===== src/rtl/hazard_scoreboard.sv =====
// hazard_scoreboard: stall and operand-forwarding control for a five-stage MIPS pipeline.
// Ports:
//   clk, reset                 pipeline clock, synchronous active-high reset
//   A1, A2, A3, RegWrite       D-stage rs/rt/destination addresses and write enable
//   tuse_rs, tuse_rt, tnew     D-stage operand use times and result-ready time
//   stall                      freeze PC and F/D, inject a bubble into D/E
//   fwd_d_rs, fwd_d_rt         D operand source: 0 RF, 1 E, 2 M, 3 W
//   fwd_e_rs, fwd_e_rt         E operand source: 0 pipelined, 1 M, 2 W
//   stall_cnt                  stalled cycles since reset, wrapping
module hazard_scoreboard (
    input  logic        clk,
    input  logic        reset,
    input  logic [4:0]  A1,
    input  logic [4:0]  A2,
    input  logic [4:0]  A3,
    input  logic        RegWrite,
    input  logic [2:0]  tuse_rs,
    input  logic [2:0]  tuse_rt,
    input  logic [2:0]  tnew,
    output logic        stall,
    output logic [1:0]  fwd_d_rs,
    output logic [1:0]  fwd_d_rt,
    output logic [1:0]  fwd_e_rs,
    output logic [1:0]  fwd_e_rt,
    output logic [31:0] stall_cnt
);
    logic [4:0] dst_e, dst_m, dst_w, rs_e, rt_e, dst_d;
    logic [2:0] tn_e, tn_m, tn_w, tn_rs, tn_rt;
    logic [1:0] sel_rs, sel_rt;
    logic       stall_rs, stall_rt;

    // Youngest stage holding address a: 1 = E, 2 = M, 3 = W, 0 = none; $0 never matches.
    function automatic logic [1:0] youngest(input logic [4:0] a, de, dm, dw);
        return (a == 5'd0) ? 2'd0 : (de == a) ? 2'd1 : (dm == a) ? 2'd2 : (dw == a) ? 2'd3 : 2'd0;
    endfunction

    function automatic logic [2:0] dec_sat(input logic [2:0] x);
        return (x == 3'd0) ? 3'd0 : x - 3'd1;
    endfunction

    always_comb begin
        sel_rs   = youngest(A1, dst_e, dst_m, dst_w);
        sel_rt   = youngest(A2, dst_e, dst_m, dst_w);
        tn_rs    = (sel_rs == 2'd1) ? tn_e : (sel_rs == 2'd2) ? tn_m : (sel_rs == 2'd3) ? tn_w : 3'd0;
        tn_rt    = (sel_rt == 2'd1) ? tn_e : (sel_rt == 2'd2) ? tn_m : (sel_rt == 2'd3) ? tn_w : 3'd0;
        stall_rs = (sel_rs != 2'd0) && (tn_rs > tuse_rs);
        stall_rt = (sel_rt != 2'd0) && (tn_rt > tuse_rt);
    end

    assign dst_d    = RegWrite ? A3 : 5'd0;
    assign stall    = stall_rs | stall_rt;
    // A producer still computing yields 0 here: either stall is up or D does not need the value yet.
    assign fwd_d_rs = (sel_rs != 2'd0 && tn_rs == 3'd0) ? sel_rs : 2'd0;
    assign fwd_d_rt = (sel_rt != 2'd0 && tn_rt == 3'd0) ? sel_rt : 2'd0;
    assign fwd_e_rs = (rs_e != 5'd0 && rs_e == dst_m && tn_m == 3'd0) ? 2'd1 :
                      (rs_e != 5'd0 && rs_e == dst_w) ? 2'd2 : 2'd0;
    assign fwd_e_rt = (rt_e != 5'd0 && rt_e == dst_m && tn_m == 3'd0) ? 2'd1 :
                      (rt_e != 5'd0 && rt_e == dst_w) ? 2'd2 : 2'd0;

    always_ff @(posedge clk) begin
        if (reset) begin
            dst_e     <= 5'd0;
            tn_e      <= 3'd0;
            rs_e      <= 5'd0;
            rt_e      <= 5'd0;
            dst_m     <= 5'd0;
            tn_m      <= 3'd0;
            dst_w     <= 5'd0;
            tn_w      <= 3'd0;
            stall_cnt <= 32'd0;
        end else begin
            dst_e     <= stall ? 5'd0 : dst_d;
            tn_e      <= stall ? 3'd0 : dec_sat(tnew);
            rs_e      <= stall ? 5'd0 : A1;
            rt_e      <= stall ? 5'd0 : A2;
            dst_m     <= dst_e;
            tn_m      <= dec_sat(tn_e);
            dst_w     <= dst_m;
            tn_w      <= dec_sat(tn_m);
            stall_cnt <= stall_cnt + {31'd0, stall};
        end
    end
endmodule


===== config.mk =====
export PLATFORM = sky130hd
export DESIGN_NAME = hazard_scoreboard
export DESIGN_NICKNAME = d
export VERILOG_FILES = /design/src/rtl/hazard_scoreboard.sv
export SDC_FILE = /design/constraint.sdc
export NUM_CORES = 1
export LEC_CHECK = 0
export CAP_MARGIN = 20
export CORE_ASPECT_RATIO = 1.25
export CORE_UTILIZATION = 54
export CTS_BUF_LIST = sky130_fd_sc_hd__clkbuf_4 sky130_fd_sc_hd__clkbuf_8
export DETAILED_ROUTE_END_ITERATION = 7
export PLACE_DENSITY = 0.82
export SETUP_SLACK_MARGIN = 0.1
export SLEW_MARGIN = 5
export SYNTH_ARGS = -nofsm -noshare
export SYNTH_HDL_FRONTEND = slang
export SYNTH_SLANG_ARGS = --single-unit

===== constraint.sdc =====
create_clock -name clk -period 5.65 [get_ports clk]
set_input_delay 0.565 -clock clk [delete_from_list [all_inputs] [get_ports clk]]
set_output_delay 0.565 -clock clk [all_outputs]
set_load 0.01 [all_outputs]

==> out/summary.md <==
Entering global routing, the biggest net connects 64 pins. Area overhead of the layout relative to synthesis: 25.45%. The clock arrives with 16.75 ps of skew.

Hold timing on the final database bottoms out at a slack of 468.7 ps. Across the VDD grid, the largest voltage drop is 0.1686 mV. The post-synthesis register bit count is 66, and the area enclosed by the die boundary is 7203 sq um.

The tool flagged a number of max-cap violations equal to 0. Final worst-path setup slack: 797.5 ps. Clock tree synthesis inserted a total of 9 buffers. The endpoint identified for the worst register-to-register timing path is stall_cnt[31]. Port buffering added 67 buffers. In this run the vertical extent of the chip is 94.64 um.

The tools report the beginning of the worst register-to-register path as dst_m[2]. The cell with the largest stage delay on the worst path was sky130_fd_sc_hd__or4b_1. By area the synthesized netlist is led by sky130_fd_sc_hd__dfxtp_1 (36%), sky130_fd_sc_hd__xnor2_1 (9.4%), sky130_fd_sc_hd__xor2_1 (8.0%), sky130_fd_sc_hd__ha_1 (4.7%), sky130_fd_sc_hd__nor2_1 (4.7%). The logs give 5840 ps for the worst endpoint required time and 0 for the initial antenna violation count. Walking the worst path, the cells encountered are clkdlybuf4s50_1 -> xor2_1 -> nor2_1 -> a211oi_1 -> a221oi_1 -> or3_1 -> ha_1 -> nor2b_1 -> o21ai_0 -> nand2b_1 -> o311a_1 -> or2_2 -> ha_1 -> and3_1 -> or4b_1 -> nor4_1 -> xnor2_1 -> nor2_1. In this run the count of I/O pins placed on the die edge is 68. First-pass GRT wire length: 14370 um. The biggest fanout along the worst timing path works out to 14. The tools report the placer congestion estimate as 0.9160. The number of global-route vias before repair is 3136. The logs give 0 for the count of final hold-check violations and 562 for the number of instances in the placed design. For this run, design rule violations remaining after detail routing come to 0. The wire-length estimate of the detail-placed layout is 6382 um. The H-tree was split into 3 levels. Power spread over the standard cell area amounts to 242.5 nW/um^2.

The worst path arrival time was 5050 ps. The most critical setup path has its startpoint at A1[0]. The area share of the leading cell type in the synthesized netlist came out at 35.64%.

Setup repair after global routing left no endpoint under its margin. TritonCTS built the clock tree. The run gives 6606 sq um as the area of the placeable core.

The fraction of the cycle the final worst path needs is 85.88%, and the cell area after placement is 4400 sq um. In this run the register-to-register setup slack is 1110 ps. The detailed router placed 3251 vias in this run.

The finished layout holds 578 standard cells, fillers aside. The tools report the portion of the post-synthesis area used by sequential elements as 35.64%. The worst register-to-register path has a depth of 17. Row generation in the floorplan step produced 33 rows. The tightest slew margin relative to the limit came out at 53.95%.

The average wire per cell in the routed design came out at 14.89 um. The worst setup path is of the input port to flop kind. By count the netlist is led by sky130_fd_sc_hd__dfxtp_1 (66), sky130_fd_sc_hd__nor2_1 (46), sky130_fd_sc_hd__xnor2_1 (40). The clock net in this run drives a total of 66 sinks. Startpoint kind of the worst setup timing path: an input port. The most numerous cell in the Yosys netlist was sky130_fd_sc_hd__dfxtp_1. The tools report the setup total negative slack as 0 ps. The total overflow reported by the global router is 0, and the CTS clock-pin slew for the worst setup and hold paths is 70 ps. OpenSTA, run right after detailed placement, puts the worst setup slack at 482.8 ps.

In this run the static leakage power is 1.724 nW. The initial standard-cell utilization of the core was 56.12%; the final standard cell area without fillers was 4651 sq um. For the overall power after layout, the log shows 1.128 mW.

The longest clock path from root to sink contains 2 buffers. Synthesis produced a netlist whose cell count is 424. The mean area per synthesized cell is 8.744 sq um.

The proportion of layout cells with a drive suffix above 1 was 8.147%. The tools report the kind of capture point of the worst setup path as a flop. The total track usage is 25.21%, and the post-cts gate resize count is 0.

When the netlist entered floorplanning its net count stood at 465. At the pin with the least slew margin, the transition time is 686.6 ps. The post-route minimum period is 4852 ps, and the via-per-instance ratio is 5.625.

The wire length reported by the detailed router was 8609 um; the first-pass iteration count of the detailed router was 5. The tools report the maximum achievable frequency as 206.1 MHz. Setup violations remaining at the end of the flow were counted as 0.

The logs give 0 for the count of pins over their slew limit and 533 for the number of fillers in the final layout. The startpoint of the most critical hold path was tn_e[0]. The first routing iteration left 224 violations. The number of library cell types mapped by synthesis came out at 47. For the worst-skew pair, the clock arrives at the later sink with an insertion delay of 340 ps. From left edge to right edge, the die measures 76.11 um. The run gives 3707 sq um as the netlist area before placement. Dominant synthesized flop cell: sky130_fd_sc_hd__dfxtp_1. The final core utilization is 70.40%, and the count of hold buffers inserted by post-cts repair is 0. The repair_antennas step left the layout with diodes totalling 0. The instance count along the most critical hold path works out to 1. Counting flops with a built-in enable in the synthesized netlist gives 0. The worst hold path terminates at tn_m[0]. The number of nets in the layout was 527. The library cell occupying the most area in the post-synthesis netlist is sky130_fd_sc_hd__dfxtp_1. Once the clock tree was built, the setup fixing pass inserted 0 buffers. The yosys synthesis warning count was 0. The clock root buffer was sky130_fd_sc_hd__clkbuf_8. The run finished with clean final reports. The detail route stage leaves a number of antenna-violating nets equal to 0. The min-delay analysis places its worst path in the category flop to flop. The largest single stage delay on the critical path is 670 ps.

After synthesis, the share of flip-flops with an asynchronous set or reset is 0%.
## critical path: cells and delay by family
kind	cells	cell delay [ps]
adders and majority gates	2	380
and+or+nand+nor	9	2100
xor gates and xnor gates	2	340
buffers and inverters	1	630
AOI/OAI and AO/OA	4	1030
## kinds of logic (layout without fill, tap and decap cells)
family                   count (synthesis)  count (layout)  synth area share [%]
flip-flops                              66              66                 35.64
buffers and inverters                   43             110                 5.332
multiplexers                             2               2                0.5400
AND/OR/NAND/NOR                        190             190                 29.67
AO/OA/AOI/OAI                           35              35                 6.615
adder cells (fa/ha/maj)                 14              14                 4.725
XOR/XNOR                                74              74                 17.48
## registers in the layout (all words and copies together), names as in the netlist
name / cells
stall_cnt: 32
tn_m: 3
rt_e: 5
tn_w: 3
rs_e: 5
dst_w: 5
tn_e: 3
dst_m: 5
dst_e: 5
## per-layer routing
metal | wire length [um] | part of all wire [%] | track usage, %
met5 | 0 | 0 | 0
met4 | 195 | 2.3 | 12.34
met3 | 502 | 5.8 | 6.184
met2 | 4334 | 50 | 44.92
met1 | 3576 | 42 | 28.34
## cell type report
type | count | area [sq um] | share of cell area [%]
multi-input cells | 315 | 2188 | 47.05
well taps | 87 | 108.9 | 2.341
clock inverters | 6 | 112.6 | 2.421
clock buffers | 10 | 137.6 | 2.959
inverters | 23 | 86.33 | 1.856
flip-flops and latches | 66 | 1321 | 28.41
repair buffers | 71 | 695.7 | 14.96
## report_power, final
group / switching [mW] / internal [mW] / total [mW]
logic: 0.0669 / 0.0688 / 0.136
clock network: 0.189 / 0.307 / 0.495
registers: 0.0175 / 0.479 / 0.497
total: 0.273 / 0.855 / 1.13
## worst max-delay path by stage
stage	end	slack [ps]	cells past startpoint
finish	stall_cnt[31]	800	18
global route	stall_cnt[31]	450	18
CTS	stall_cnt[31]	820	18
detailed placement	stall_cnt[31]	480	18
global placement	stall_cnt[31]	640	18
floorplan	stall_cnt[20]	1340	19
## cell usage in the layout, fill, tap and decap left out, types with 14 or more instances in the layout
master                            instances
sky130_fd_sc_hd__nand2_1                 21
sky130_fd_sc_hd__ha_1                    14
sky130_fd_sc_hd__nand3_1                 19
sky130_fd_sc_hd__inv_1                   23
sky130_fd_sc_hd__nor3_1                  24
sky130_fd_sc_hd__nor2_1                  46
sky130_fd_sc_hd__clkdlybuf4s50_1         66
sky130_fd_sc_hd__nor2b_1                 14
sky130_fd_sc_hd__xnor2_1                 40
sky130_fd_sc_hd__dfxtp_1                 66
sky130_fd_sc_hd__xor2_1                  34
(Power assumes the default switching activity.)
